--- src/rtl/cpu_types_pkg.sv ---
// Shared CPU-wide types: the 32-bit machine word and the RAM handshake status.
package cpu_types_pkg;

  typedef logic [31:0] word_t;

  typedef enum logic [1:0] {
    FREE   = 2'd0,
    BUSY   = 2'd1,
    ACCESS = 2'd2,
    ERROR  = 2'd3
  } ramstate_t;

endpackage

--- src/rtl/aww_types_pkg.sv ---
// Arbiter-local types: FSM states, the latched request record and the error fill word.
package aww_types_pkg;

  typedef enum logic [1:0] {
    ARB_IDLE,
    ARB_IREQ,
    ARB_DREQ,
    ARB_RESP
  } arb_state_t;

  typedef struct packed {
    cpu_types_pkg::word_t addr;
    cpu_types_pkg::word_t store;
    logic                 wen;
    logic                 is_d;
  } arb_req_t;

  localparam cpu_types_pkg::word_t ARB_ERR_WORD = 32'hBAD1BAD1;

endpackage

--- src/rtl/arb_retry_ctr.sv ---
// Counts RAM re-issues for the access in flight; exhausted once MAX_RETRY re-issues were spent.
module arb_retry_ctr #(
  parameter int MAX_RETRY = 3
) (
  input  logic clk,
  input  logic rst,
  input  logic clr,
  input  logic inc,
  output logic exhausted
);

  localparam int W = (MAX_RETRY < 1) ? 1 : $clog2(MAX_RETRY + 1);

  logic [W-1:0] cnt;

  always_ff @(posedge clk) begin
    if (rst || clr) begin
      cnt <= '0;
    end else if (inc && !exhausted) begin
      cnt <= cnt + 1'b1;
    end
  end

  assign exhausted = (cnt == W'(MAX_RETRY));

endmodule

--- src/rtl/mem_arbiter.sv ---
// Serialises instruction-fetch and data requests onto one RAM port and pulses ihit/dhit on completion.
// Minimum request-to-hit is 2 cycles; requesters hold their request until their hit.
module mem_arbiter
  import cpu_types_pkg::*;
  import aww_types_pkg::*;
#(
  parameter int MAX_RETRY = 3
) (
  input  logic        CLK,
  input  logic        RST,
  input  logic        iREN,
  input  logic [31:0] iaddr,
  input  logic        dREN,
  input  logic        dWEN,
  input  logic [31:0] daddr,
  input  logic [31:0] dstore,
  input  logic [1:0]  ramstate,
  input  logic [31:0] ramload,
  output logic        ramREN,
  output logic        ramWEN,
  output logic [31:0] ramaddr,
  output logic [31:0] ramstore,
  output logic        ihit,
  output logic        dhit,
  output logic [31:0] iload,
  output logic [31:0] dload,
  output logic        mem_err
);

  arb_state_t state, state_next;
  arb_req_t   lat, grant_req;
  ramstate_t  rs;
  word_t      load_val;
  logic       last_d, reissue, reissue_next;
  logic       grant, grant_d, ctr_inc, access_done, err_done, done;
  logic       exhausted, driving, dreq;

  assign rs       = ramstate_t'(ramstate);
  assign dreq     = dREN | dWEN;
  assign done     = access_done | err_done;
  assign load_val = err_done ? ARB_ERR_WORD : ramload;

  arb_retry_ctr #(
    .MAX_RETRY(MAX_RETRY)
  ) u_retry (
    .clk      (CLK),
    .rst      (RST),
    .clr      (grant),
    .inc      (ctr_inc),
    .exhausted(exhausted)
  );

  always_ff @(posedge CLK) begin
    if (RST) begin
      state <= ARB_IDLE;
    end else begin
      state <= state_next;
    end
  end

  always_comb begin
    state_next   = state;
    grant        = 1'b0;
    grant_d      = 1'b0;
    ctr_inc      = 1'b0;
    access_done  = 1'b0;
    err_done     = 1'b0;
    reissue_next = 1'b0;
    case (state)
      ARB_IDLE: begin
        if (dreq || iREN) begin
          grant      = 1'b1;
          // Data wins a tie unless it also won the previous grant.
          grant_d    = dreq & ~(iREN & last_d);
          state_next = grant_d ? ARB_DREQ : ARB_IREQ;
        end
      end
      ARB_IREQ, ARB_DREQ: begin
        // The RAM status is meaningless while the enables are dropped for a re-issue.
        if (!reissue) begin
          if (rs == ACCESS) begin
            access_done = 1'b1;
            state_next  = ARB_RESP;
          end else if (rs == ERROR) begin
            if (exhausted) begin
              err_done   = 1'b1;
              state_next = ARB_RESP;
            end else begin
              ctr_inc      = 1'b1;
              reissue_next = 1'b1;
            end
          end
        end
      end
      ARB_RESP: state_next = ARB_IDLE;
      default:  state_next = ARB_IDLE;
    endcase
  end

  always_comb begin
    grant_req       = '0;
    grant_req.addr  = grant_d ? daddr : iaddr;
    grant_req.store = dstore;
    grant_req.wen   = grant_d & dWEN;
    grant_req.is_d  = grant_d;
  end

  always_ff @(posedge CLK) begin
    if (RST) begin
      lat     <= '0;
      last_d  <= 1'b0;
      reissue <= 1'b0;
      ihit    <= 1'b0;
      dhit    <= 1'b0;
      mem_err <= 1'b0;
      iload   <= '0;
      dload   <= '0;
    end else begin
      reissue <= reissue_next;
      ihit    <= done & ~lat.is_d;
      dhit    <= done & lat.is_d;
      mem_err <= err_done;
      if (grant) begin
        lat    <= grant_req;
        last_d <= grant_d;
      end
      if (done && !lat.wen) begin
        if (lat.is_d) begin
          dload <= load_val;
        end else begin
          iload <= load_val;
        end
      end
    end
  end

  // RAM side is decoded from registered state only, never from the live request inputs.
  assign driving  = ((state == ARB_IREQ) || (state == ARB_DREQ)) && !reissue;
  assign ramREN   = driving & ~lat.wen;
  assign ramWEN   = driving & lat.wen;
  assign ramaddr  = driving ? lat.addr : '0;
  assign ramstore = (driving && lat.wen) ? lat.store : '0;

endmodule

--- config.mk ---
export PLATFORM = sky130hd
export DESIGN_NAME = mem_arbiter
export DESIGN_NICKNAME = d
export VERILOG_FILES = /design/src/rtl/cpu_types_pkg.sv /design/src/rtl/aww_types_pkg.sv /design/src/rtl/arb_retry_ctr.sv /design/src/rtl/mem_arbiter.sv
export SDC_FILE = /design/constraint.sdc
export NUM_CORES = 1
export LEC_CHECK = 0
export CAP_MARGIN = 30
export CORE_ASPECT_RATIO = 0.7
export CORE_MARGIN = 2
export CORE_UTILIZATION = 38
export CTS_BUF_LIST = sky130_fd_sc_hd__clkbuf_8
export DETAILED_ROUTE_END_ITERATION = 8
export GPL_ROUTABILITY_DRIVEN = 0
export PLACE_DENSITY = 0.86
export SLEW_MARGIN = 20
export SYNTH_ARGS = -nofsm -noshare
export SYNTH_HDL_FRONTEND = slang
export SYNTH_SLANG_ARGS = --single-unit
--- constraint.sdc ---
create_clock -name CLK -period 1.85 [get_ports CLK]
set_clock_uncertainty 0.05 [all_clocks]
set_input_delay 0.37 -clock CLK [delete_from_list [all_inputs] [get_ports CLK]]
set_output_delay 0.37 -clock CLK [all_outputs]
set_load 0.005 [all_outputs]
==> results.cfg <==
[timing]
period_minus_slack_ns = 2.35
drv_slew = 0
fmax_mhz = 426
hold_viol = 0
setup_violations = 130
rsz0062_at_grt = true
min_period_over_period_pct = 127
tightest_slew_ns = 0.363
slew_headroom_pct = 75.8
setup_ws_ns = -0.499

[cells_and_area]
fin_nets = 1090
design_area_sq_um = 10700
final_cells = 1160
drive_above_1_share_pct = 33.1
finalCoreUtilization_pct = 73.4
final_common_cell = clkdlybuf4s50_1
diodes = 0
mostFrequentLayoutCells = 200 x clkdlybuf4s50_1, 136 x dfxtp_1, 56 x nand2_1
areaGrowthSynthToFinish_pct = 90.5

[outcome]
violations = negative setup slack
outcome = complete, but fails checks

[power_and_ir_drop]
vdd_drop_max_mv = 0.679
p_sw_w = 0.00469
clock_power_share_pct = 17.5
seq_power_share_pct = 29.5
p_comb_share_pct = 53.0
swShare_pct = 34.7
powerDensity_nw_per_um2 = 1270
intPower_w = 0.00882
power_w = 0.0135
leakage_nw = 4.36

[global_routing]
use_met3_pct = 7.75
grt_pass1_wl_mm = 31.4
grt_max_degree = 68
grt_use_met2_pct = 42.7
first_global_vias = 5957
use_met1_pct = 30.7
grt-ovfl-total = 0
grt.busiest_layer = met2
grt_antenna_before_repair = 0
track_usage_pct = 25.6

[synth]
synth_top_family_by_area = simple AND/OR/NAND/NOR gates
yosysWarnings = 0
synth-adder-area-share_pct = 0.670
async_flop_share_pct = 0
avgSynthCellArea_sq_um = 8.91
synth-seq-cells = 138
yosysSeqAreaShare_pct = 49.3
netlist_area_sq_um = 5610
synthSimpleGateAreaFrac_pct = 27.1
synth_mux_area_share_pct = 5.89
synth.distinct_cells = 36
ys.flop_type = dfxtp_1
synth_nets = 767
synth_edf_count = 0
synth_xor_area_share_pct = 0.156
syn_inst = 629
synth-compound-area-share_pct = 11.8

[die]
die_y_microns = 106
die_area_sq_um = 15800
rows = 37
die_x_microns = 149
io_pins = 268
start_util_pct = 38.6
coreArea_sq_um = 14500

[clock_network]
numCtsBuffers = 17
path_clk_slew_ns = 0.07
cts_hold_buf = 0
numClockSinks = 138
cts_root_buf = clkbuf_8
htree_num_levels = 4
cts_tree = built
clk_latency_ns = 0.42
cts_buffer_depth = 2

[route]
wl_per_cell_microns = 19.4
drc = 0
drt_iter0_drc = 374
firstDrtPassIters = 6
wl_mm = 22.5
ant_nets = 0
vias_per_cell = 5.32
via_count = 6176

[placed_design]
postPlaceCellArea_sq_um = 8860
dp_slack_ns = -0.350
numPortBuffers = 267
dp_cells = 1080
hpwl_mm = 12.7

[hold_path]
hold_end = last_d
whs_path_depth = 3
hp-start = RST
hp-class = primary input to flip-flop

[setup_path]
r2r_slack_ns = -0.26
timing.setup.critical_path_class = flip-flop to output pin
crit_required_ns = 1.43
r2r-start = state[1]
critPathArrivalTime_ns = 1.93
startpoint_type = flip-flop
r2r_cells = 8
reg2reg_to = iload[23]
path_max_fanout = 5
endpoint_kind = output pin

[run]
cap_violations = 0
[cell usage after synthesis, types with 2 or more instances]
| library cell | number | share of area, % |
|---|---|---|
| a21oi_1 | 28 | 2.5 |
| a22o_1 | 33 | 5.2 |
| and2_1 | 34 | 3.8 |
| and3_1 | 35 | 3.9 |
| buf_2 | 17 | 1.5 |
| buf_4 | 3 | 0.40 |
| buf_6 | 2 | 0.40 |
| clkbuf_1 | 35 | 2.3 |
| dfxtp_1 | 138 | 49 |
| ha_1 | 3 | 0.67 |
| inv_1 | 6 | 0.40 |
| mux2i_1 | 33 | 5.9 |
| nand2_1 | 62 | 4.2 |
| nand3_1 | 31 | 2.8 |
| nor2_1 | 41 | 2.7 |
| nor2b_1 | 3 | 0.33 |
| nor3_1 | 58 | 5.2 |
| nor3_2 | 16 | 2.9 |
| o211ai_1 | 2 | 0.27 |
| o21ai_0 | 33 | 2.9 |
[per-layer routing]
metal	vias to the layer above	wire, microns	share of wire, %
met5	-	0	0
met4	0	524	2.3
met3	42	2210	9.8
met1	2939	8670	38
met2	348	11100	49
li1	2847	-	-
[per-stage QoR]
stage | TNS [ns] | hold WS (ns)
after detailed placement | -45.14 | 0.389
after CTS | -55.40 | 0.307
after floorplan | 0 | 0.367
after global routing | -45.04 | 0.312
after global placement | -37.00 | 0.377
final | -36.63 | 0.335
[flip-flops by register name (all words and copies together) (netlist names)]
name / count
u_retry.cnt: 2
lat: 65
reissue: 1
last_d: 1
state: 2
dhit: 1
dload: 32
mem_err: 1
ihit: 1
iload: 32
[power groups by stage]
| stage | logic, W | registers, W | clock network [W] |
|---|---|---|---|
| floorplan | 0.00229 | 0.00390 | 0 |
| global placement | 0.00447 | 0.00400 | 0 |
| detailed placement | 0.00461 | 0.00400 | 0 |
| CTS | 0.00629 | 0.00395 | 0.00240 |
| global route | 0.00756 | 0.00405 | 0.00255 |
| finish | 0.00715 | 0.00399 | 0.00236 |
[repair_timing]
action,in CTS,in global routing
pin swaps,45,38
hold endpoints to repair,0,0
gates resized for setup,316,154
setup endpoints to repair,88,134
gates cloned,17,7
setup buffers,21,13
[worst max-delay path by stage]
stage	startpoint	endpoint	slack [ns]
after floorplan	state[0]	iload[11]	0.008
after global placement	ramstate[1]	iload[0]	-0.26
after detailed placement	state[0]	ramaddr[22]	-0.35
after CTS	state[0]	ramstore[14]	-0.57
after global routing	state[0]	ramaddr[1]	-0.58
final	state[1]	ramaddr[1]	-0.50
[kinds of logic (layout without fill, tap and decap cells)]
family | count (synthesis) | count (layout)
AO/OA/AOI/OAI | 103 | 103
XOR/XNOR | 1 | 1
adder cells (fa/ha/maj) | 3 | 3
buffers and inverters | 63 | 399
flip-flops | 138 | 138
multiplexers | 33 | 33
AND/OR/NAND/NOR | 288 | 288
[worst max-delay path, cell delays in order (launching register included)]
cell and delay, ns:
dfxtp_2 0.34, inv_2 0.05, ha_4 0.27, inv_4 0.04, nor2_4 0.12, buf_6 0.13, buf_12 0.13, buf_16 0.11
buf_6 0.09, and2_4 0.13, buf_6 0.09
[final cells by class]
cell class                      count  area (sq um)
Inverter                            6          25.0
Sequential cell                   138          2770
Clock buffer                       17           234
Multi-Input combinational cell    428          3140
Clock inverter                     15           136
Fill cell                         959          3860
Tap cell                          195           244
Timing Repair Buffer              361          4130
Note: power is estimated with default switching activity, not from simulation.
